<file path="src/rtl/hazard_control.sv">
// Load-use / memory-wait / redirect hazard controller for the 5-stage core.
// Control outputs are combinational; counters and the timeout flag are registered.
module hazard_control #(
    parameter int COUNTER_WIDTH      = 32,
    parameter int MEM_TIMEOUT_CYCLES = 1024
) (
    input  logic                     clock,
    input  logic                     reset,
    input  logic                     fetchDecodeValid,
    input  logic [4:0]               fetchDecodeRegister1,
    input  logic [4:0]               fetchDecodeRegister2,
    input  logic                     fetchDecodeUsesRegister1,
    input  logic                     fetchDecodeUsesRegister2,
    input  logic                     decodeExecuteValid,
    input  logic                     decodeExecuteIsLoad,
    input  logic [4:0]               decodeExecuteDestinationRegister,
    input  logic                     executeRedirect,
    input  logic                     trapRedirect,
    input  logic                     memoryRequest,
    input  logic                     memoryReady,
    output logic                     stallFetch,
    output logic                     stallDecode,
    output logic                     stallExecute,
    output logic                     stallMemory,
    output logic                     bubbleExecute,
    output logic                     flushDecode,
    output logic                     flushExecute,
    output logic                     flushMemory,
    output logic [COUNTER_WIDTH-1:0] loadUseStallCount,
    output logic [COUNTER_WIDTH-1:0] memoryWaitCount,
    output logic                     memTimeout
);

    // state     | meaning
    // RUN       | normal flow, hazards resolved by priority
    // MEM_WAIT  | data memory has not acknowledged, whole pipe frozen
    // DRAIN     | trap taken during a wait, discard the orphaned response
    typedef enum logic [1:0] {
        ST_RUN      = 2'b00,
        ST_MEM_WAIT = 2'b01,
        ST_DRAIN    = 2'b10
    } state_e;

    localparam int WD_W = $clog2(MEM_TIMEOUT_CYCLES + 1);
    localparam logic [WD_W-1:0] WD_LOAD = WD_W'(MEM_TIMEOUT_CYCLES);
    localparam logic [WD_W-1:0] WD_ONE  = WD_W'(1);
    localparam logic [COUNTER_WIDTH-1:0] CNT_MAX = '1;
    localparam logic [COUNTER_WIDTH-1:0] CNT_ONE = COUNTER_WIDTH'(1);

    state_e                   state_q, state_d;
    logic [COUNTER_WIDTH-1:0] lu_cnt_q, lu_cnt_d;
    logic [COUNTER_WIDTH-1:0] mw_cnt_q, mw_cnt_d;
    logic [WD_W-1:0]          wd_cnt_q, wd_cnt_d;
    logic                     timeout_q, timeout_d;

    logic load_use;
    logic mem_wait;
    logic wait_cycle;
    logic stall_fetch_c, stall_decode_c, stall_execute_c, stall_memory_c;
    logic bubble_c, flush_decode_c, flush_execute_c, flush_memory_c;

    assign load_use = fetchDecodeValid & decodeExecuteValid & decodeExecuteIsLoad &
                      (decodeExecuteDestinationRegister != 5'd0) &
                      ((fetchDecodeUsesRegister1 &
                        (fetchDecodeRegister1 == decodeExecuteDestinationRegister)) |
                       (fetchDecodeUsesRegister2 &
                        (fetchDecodeRegister2 == decodeExecuteDestinationRegister)));

    assign mem_wait = memoryRequest & ~memoryReady;

    // The cycle that enters MEM_WAIT/DRAIN is already a wait cycle.
    assign wait_cycle = ~memoryReady & ((state_q != ST_RUN) | mem_wait);

    always_comb begin
        state_d         = state_q;
        stall_fetch_c   = 1'b0;
        stall_decode_c  = 1'b0;
        stall_execute_c = 1'b0;
        stall_memory_c  = 1'b0;
        bubble_c        = 1'b0;
        flush_decode_c  = 1'b0;
        flush_execute_c = 1'b0;
        flush_memory_c  = 1'b0;
        case (state_q)
            ST_DRAIN: begin
                stall_fetch_c   = 1'b1;
                flush_decode_c  = 1'b1;
                flush_execute_c = 1'b1;
                flush_memory_c  = 1'b1;
                if (!trapRedirect && memoryReady) begin
                    state_d = ST_RUN;
                end
            end
            default: begin
                if (trapRedirect) begin
                    flush_decode_c  = 1'b1;
                    flush_execute_c = 1'b1;
                    flush_memory_c  = 1'b1;
                    state_d         = mem_wait ? ST_DRAIN : ST_RUN;
                end else if (mem_wait) begin
                    stall_fetch_c   = 1'b1;
                    stall_decode_c  = 1'b1;
                    stall_execute_c = 1'b1;
                    stall_memory_c  = 1'b1;
                    state_d         = ST_MEM_WAIT;
                end else begin
                    state_d = ST_RUN;
                    if (executeRedirect) begin
                        flush_decode_c  = 1'b1;
                        flush_execute_c = 1'b1;
                    end else if (load_use) begin
                        stall_fetch_c  = 1'b1;
                        stall_decode_c = 1'b1;
                        bubble_c       = 1'b1;
                    end
                end
            end
        endcase
    end

    always_comb begin
        lu_cnt_d  = lu_cnt_q;
        mw_cnt_d  = mw_cnt_q;
        wd_cnt_d  = WD_LOAD;
        timeout_d = timeout_q;
        if (bubble_c && (lu_cnt_q != CNT_MAX)) begin
            lu_cnt_d = lu_cnt_q + CNT_ONE;
        end
        if (wait_cycle && (mw_cnt_q != CNT_MAX)) begin
            mw_cnt_d = mw_cnt_q + CNT_ONE;
        end
        // Watchdog: down-counter reloaded on any non-wait cycle.
        if (wait_cycle) begin
            wd_cnt_d = (wd_cnt_q != '0) ? (wd_cnt_q - WD_ONE) : wd_cnt_q;
            if (wd_cnt_q == WD_ONE) begin
                timeout_d = 1'b1;
            end
        end
    end

    always_ff @(posedge clock or posedge reset) begin
        if (reset) begin
            state_q   <= ST_RUN;
            lu_cnt_q  <= '0;
            mw_cnt_q  <= '0;
            wd_cnt_q  <= WD_LOAD;
            timeout_q <= 1'b0;
        end else begin
            state_q   <= state_d;
            lu_cnt_q  <= lu_cnt_d;
            mw_cnt_q  <= mw_cnt_d;
            wd_cnt_q  <= wd_cnt_d;
            timeout_q <= timeout_d;
        end
    end

    assign stallFetch        = stall_fetch_c   & ~reset;
    assign stallDecode       = stall_decode_c  & ~reset;
    assign stallExecute      = stall_execute_c & ~reset;
    assign stallMemory       = stall_memory_c  & ~reset;
    assign bubbleExecute     = bubble_c        & ~reset;
    assign flushDecode       = flush_decode_c  & ~reset;
    assign flushExecute      = flush_execute_c & ~reset;
    assign flushMemory       = flush_memory_c  & ~reset;
    assign loadUseStallCount = lu_cnt_q;
    assign memoryWaitCount   = mw_cnt_q;
    assign memTimeout        = timeout_q;

endmodule
</file>
<file path="config.mk">
export PLATFORM = sky130hd
export DESIGN_NAME = hazard_control
export DESIGN_NICKNAME = d
export VERILOG_FILES = /design/src/rtl/hazard_control.sv
export SDC_FILE = /design/constraint.sdc
export NUM_CORES = 1
export LEC_CHECK = 0
export BUFFER_PORTS_ARGS = -buffer_cell sky130_fd_sc_hd__buf_4
export CORE_AREA = 2 2 102 104
export CTS_CLUSTER_DIAMETER = 30
export DETAILED_ROUTE_END_ITERATION = 12
export DIE_AREA = 0 0 104 106
export MAX_ROUTING_LAYER = met4
export SYNTH_ARGS = -nofsm -noshare
export SYNTH_HDL_FRONTEND = slang
export SYNTH_SLANG_ARGS = --single-unit
</file>
<file path="constraint.sdc">
create_clock -name clock -period 5.2 [get_ports clock]
set_input_delay 0.52 -clock clock [delete_from_list [all_inputs] [get_ports clock]]
set_output_delay 0.52 -clock clock [all_outputs]
set_load 0.005 [all_outputs]
</file>
### Yosys cells after proc, flatten, opt, wreduce, memory -nomap -nowiden

Index checks and enable logic that the tools add are counted.

* logic and storage cells: 67
* flip-flop bits (word level): 78
* output and inout port bits: 73

* multiplexer cells: 25
* $add $sub $neg: 3
* bitwise gates (word level): 18
* reductions and logical operators: 8
* equal/unequal tests: 8

Operators with widths (count)
* $add 32x1->32 const B: 2
* $ne 32x32->1 const B: 2
* $mux 11: 2
* $mux 1: 19
* $and 1x1->1: 14
* $eq 11x1->1 const B: 1
* $reduce_bool 11->1: 1
* $sub 11x1->11 const B: 1
* $eq 5x5->1: 2
* $mux 2: 4
* $reduce_bool 5->1: 1
* $logic_and 1x1->1: 3
* $eq 2x2->1 const B: 1
* $ne 2x1->1 const B: 1
* $ne 2x2->1 const B: 1
* $not 1->1: 2
* $or 1x1->1: 2
* $reduce_and 2->1: 1
* $reduce_bool 2->1: 1
* $logic_not 1->1: 1

### Logic depth before layout (Yosys ltp)

* depth after elaboration: 10
* mapped depth: 9
* depth with buffers taken out: 7

### Least setup slack after synthesis

No wires, ideal clock.

* kind: in2out
* start: input port reset
* end: output port flushMemory
* stages: 2
* data arrival time: 2.469 ns
* data required time: 4.680 ns
* path buffers: 0
* slack: 2.211 ns
* path through: inv_1 > and2_1

* word-level cells in the longest chain between the ends: 2

Ends and longest elaborated chain
* from (decl): line 8 `input logic reset,`
* $not 1->1: line 164 `assign flushMemory = flush_memory_c & ~reset;`
* $and 1x1->1: line 164
* to (decl): line 28 `output logic flushMemory,`

No other way between the ends.

### Final worst setup path

* start: input port decodeExecuteDestinationRegister[1]
* end: output port bubbleExecute

* word-level cells in the longest chain between the ends: 10
* elaborated cells between the ends (all ways): 14
* classes of those cells: eq/ne (2); mux (5); bitwise (6); reduce/logical (1)

Ends and longest elaborated chain
* from (decl): line 16 `input logic [4:0] decodeExecuteDestinationRegister,`
* $eq 5x5->1, on equally long branches: line 65, 67
* $and 1x1->1, on equally long branches: line 64, 66
* $or 1x1->1: line 65 `(fetchDecodeRegister1 == decodeExecuteDestinationRegister)) |`
* $and 1x1->1 (*): line 63 `(decodeExecuteDestinationRegister != 5'd0) &`
* $mux 1 (*): line 111 `end else if (load_use) begin`
* $mux 1 (*): line 108 `if (executeRedirect) begin`
* $mux 1 (*): line 100 `end else if (mem_wait) begin`
* $mux 1 (*): line 95 `if (trapRedirect) begin`
* $mux 1 (*): line 84 `case (state_q)`
* $and 1x1->1 (*): line 161 `assign bubbleExecute = bubble_c & ~reset;`
* to (decl): line 25 `output logic bubbleExecute,`

Every way passes the cells marked *; elsewhere a longest branch is shown, timed or not.

==> qor.csv <==
metric,value,unit
H-Tree Depth,3,
Syn-to-layout area delta,26.41,%
final instance area,0.005036,mm2
DRT antenna net count,0,
largest net degree at the start of global routing,56,
# DRC,0,
final hold viol count,0,
total wire length,9092,um
CORE AREA,0.01000,mm2
worst hold path type,input pin to asynchronous set/reset pin,
adder-cell area share of the yosys netlist,1.256,%
Worst-Skew Late Latency,340,ps
initial antenna violation count,0,
crit start category,input pin,
Netlist cell types,44,
ratio of final minimum period to clock period,44.43,%
# Max-Cap Violations,0,
Mapped Area,0.003984,mm2
FP Rows,37,
Synth async-reset ratio,100.0,%
Compound-Gate Fraction of Synth Area,2.732,%
total track usage,17.35,%
total gr overflow,0,
"Slew Viols, Final",0,
"EDFF count, synth",0,
synthesized instance count,402,
"Cell Area, Placed",0.004847,mm2
register clock-pin slew on the reported worst setup and hold paths,80,ps
wire per inst,14.10,um
Worst Setup End Kind,output pin,
Setup Viol. Count Final,0,
status,"finished, final reports clean",
sequential area share after synthesis,49.03,%
crit path time final,2310,ps
GPL Wtd Cong,0.8584,
critical path type,input pin to output pin,
pre-CTS setup slack,2903,ps
CTS Buf Count,9,
vias in the first global route,3054,
"FF+latch count, synth",78,
Post-Synth XOR/XNOR Area,17.15,%
Antenna Cells,0,
dpl hpwl,6628,um
CTS Sinks,78,
first-pass GRT wire length,15260,um
CP Data Required Time,4680,ps
mux share of post-synthesis cell area,0.2827,%
Cell Pwr Density,293.7,mW/mm2
VDD IR-drop max,0.2226,mV
worst slew pin tran,700.8,ps
largest family of logic cells by synthesized area,simple AND/OR/NAND/NOR gates,
RSZ-0062 raised after global routing,no,
CTS tree,built,
via density per instance,5.026,
boundary pin count,99,
Setup TNS,0,ps
Mapped Nets,432,
Ys Warns,0,
CTS resizes,0,
Post-Route Skew,14.00,ps
I/O Buffers,98,
leakage power,0.002508,uW
via count,3242,
Hold Slack,261.3,ps
die area,0.01102,mm2
Max Root-Sink Buffers,2,
First-pass DRT Iterations,4,
Initial Util,39.84,%
DIE HEIGHT,106,um
setup bufs post-CTS,0,
Final WS setup,2890,ps
max_slew headroom,53.28,%
root buf cell,clkbuf_8,
# hold bufs at CTS,0,
"Avg Cell Area, Syn",9.910,um2
Worst Path Max Fanout,3,
final net count,535,
simple logic cell fraction of the synthesized area,27.17,%
Max Clk Rate,432.9,MHz
initial DRC count,116,
share of layout cells above drive strength 1,24.75,%
most common flop cell mapped by yosys,dfrtp_1,
fillcell total,982,
Chip Width,104,um
WP data arrival,1790,ps
==> Yosys cell counts, drive strengths merged (3+ instances only) <==
cell / count / share of area, %
dfrtp: 77 / 48
nor2: 52 / 4.9
xor2: 46 / 10
nand3: 34 / 4.5
nand2: 32 / 3.0
xnor2: 32 / 7.0
nand4: 23 / 3.6
nor3: 21 / 2.8
nor4: 12 / 2.3
inv: 10 / 0.94
a21oi: 7 / 0.88
and3: 6 / 0.94
and4: 6 / 1.3
and2: 5 / 0.79
buf: 5 / 1.1
ha: 4 / 1.3
clkbuf: 3 / 0.31
nor2b: 3 / 0.66
or2: 3 / 0.47
==> cell usage in the layout, fill, tap and decap left out, types with 2 or more instances in the layout <==
cell / instances
dfrtp_1: 77
nand4_1: 23
nor3b_1: 2
and4_1: 6
nand3_2: 2
inv_1: 9
nor4_1: 11
clkinv_2: 2
clkbuf_8: 10
nand2_1: 32
nor2_1: 52
xor2_1: 46
o21ai_0: 2
nor2b_1: 2
nor3_1: 20
and3_1: 6
a21oi_1: 7
nand3_1: 32
xnor2_1: 32
buf_4: 100
ha_1: 4
or4_1: 2
or2_2: 2
and2_1: 5
==> metrics by stage <==
step	power, uW	utilization, %	instances
detailed placement	1039	48.47	630
global route	1574	50.36	645
finish	1479	50.36	645
CTS	1489	50.36	645
global placement	1037	48.47	630
floorplan	929.0	-	402
==> layout make-up <==
| cell class | instances | area (um2) | area share, % |
|---|---|---|---|
| Clock inverter | 4 | 47.55 | 0.9441 |
| Sequential cell | 78 | 1953 | 38.78 |
| Tap cell | 136 | 170.2 | 3.379 |
| Inverter | 10 | 37.54 | 0.7453 |
| Multi-Input combinational cell | 306 | 1936 | 38.43 |
| Clock buffer | 11 | 141.4 | 2.807 |
| Timing Repair Buffer | 100 | 750.7 | 14.91 |
==> power breakdown <==
group          switching [uW]  internal, uW  total (uW)
registers                71.5           664         736
clock network             220           231         451
logic                     144           147         292
==> cell families after synthesis <==
family | Yosys count
and+or+nand+nor | 207
xor gates and xnor gates | 78
DFF | 78
buffers and inverters | 18
AOI/OAI and AO/OA | 16
adders and majority gates | 4
muxes | 1
==> routing by layer <==
metal	share of wire (%)	track usage (%)	wire length, um	vias up
li1	-	-	-	1604
met1	50	24.34	4518	1556
met2	45	25.89	4135	71
met3	3.6	3.372	331	11
met4	1.2	4.633	106	0
met5	0	-	0	-
==> state kept, by name, indices dropped and copies added, names as in the netlist <==
| signal | cells |
|---|---|
| wd_cnt_q | 11 |
| memoryWaitCount | 32 |
| memTimeout | 1 |
| loadUseStallCount | 32 |
| state_q | 2 |
==> worst paths after layout <==
kind                                                startpoint               endpoint  slack (ps)  cells after the start
min reg2reg                                         memTimeout             memTimeout         490                      1
max reg2reg                              loadUseStallCount[21]   loadUseStallCount[1]        2980                      5
min in group clock                                 memoryReady             state_q[1]         410                      2
max in group asynchronous                                reset  loadUseStallCount[25]        3820                      3
min                                                      reset            wd_cnt_q[0]         260                      2
max                        decodeExecuteDestinationRegister[1]          bubbleExecute        2890                      8
==> critical path: stages <==
cell and delay (ps):
buf_4 120, xnor2_1 150, nand4_1 120, o22ai_1 310, and2_1 200, nand2_1 60, nor3_1 150, buf_4 140
No activity file was read; power rests on OpenSTA's default activity.
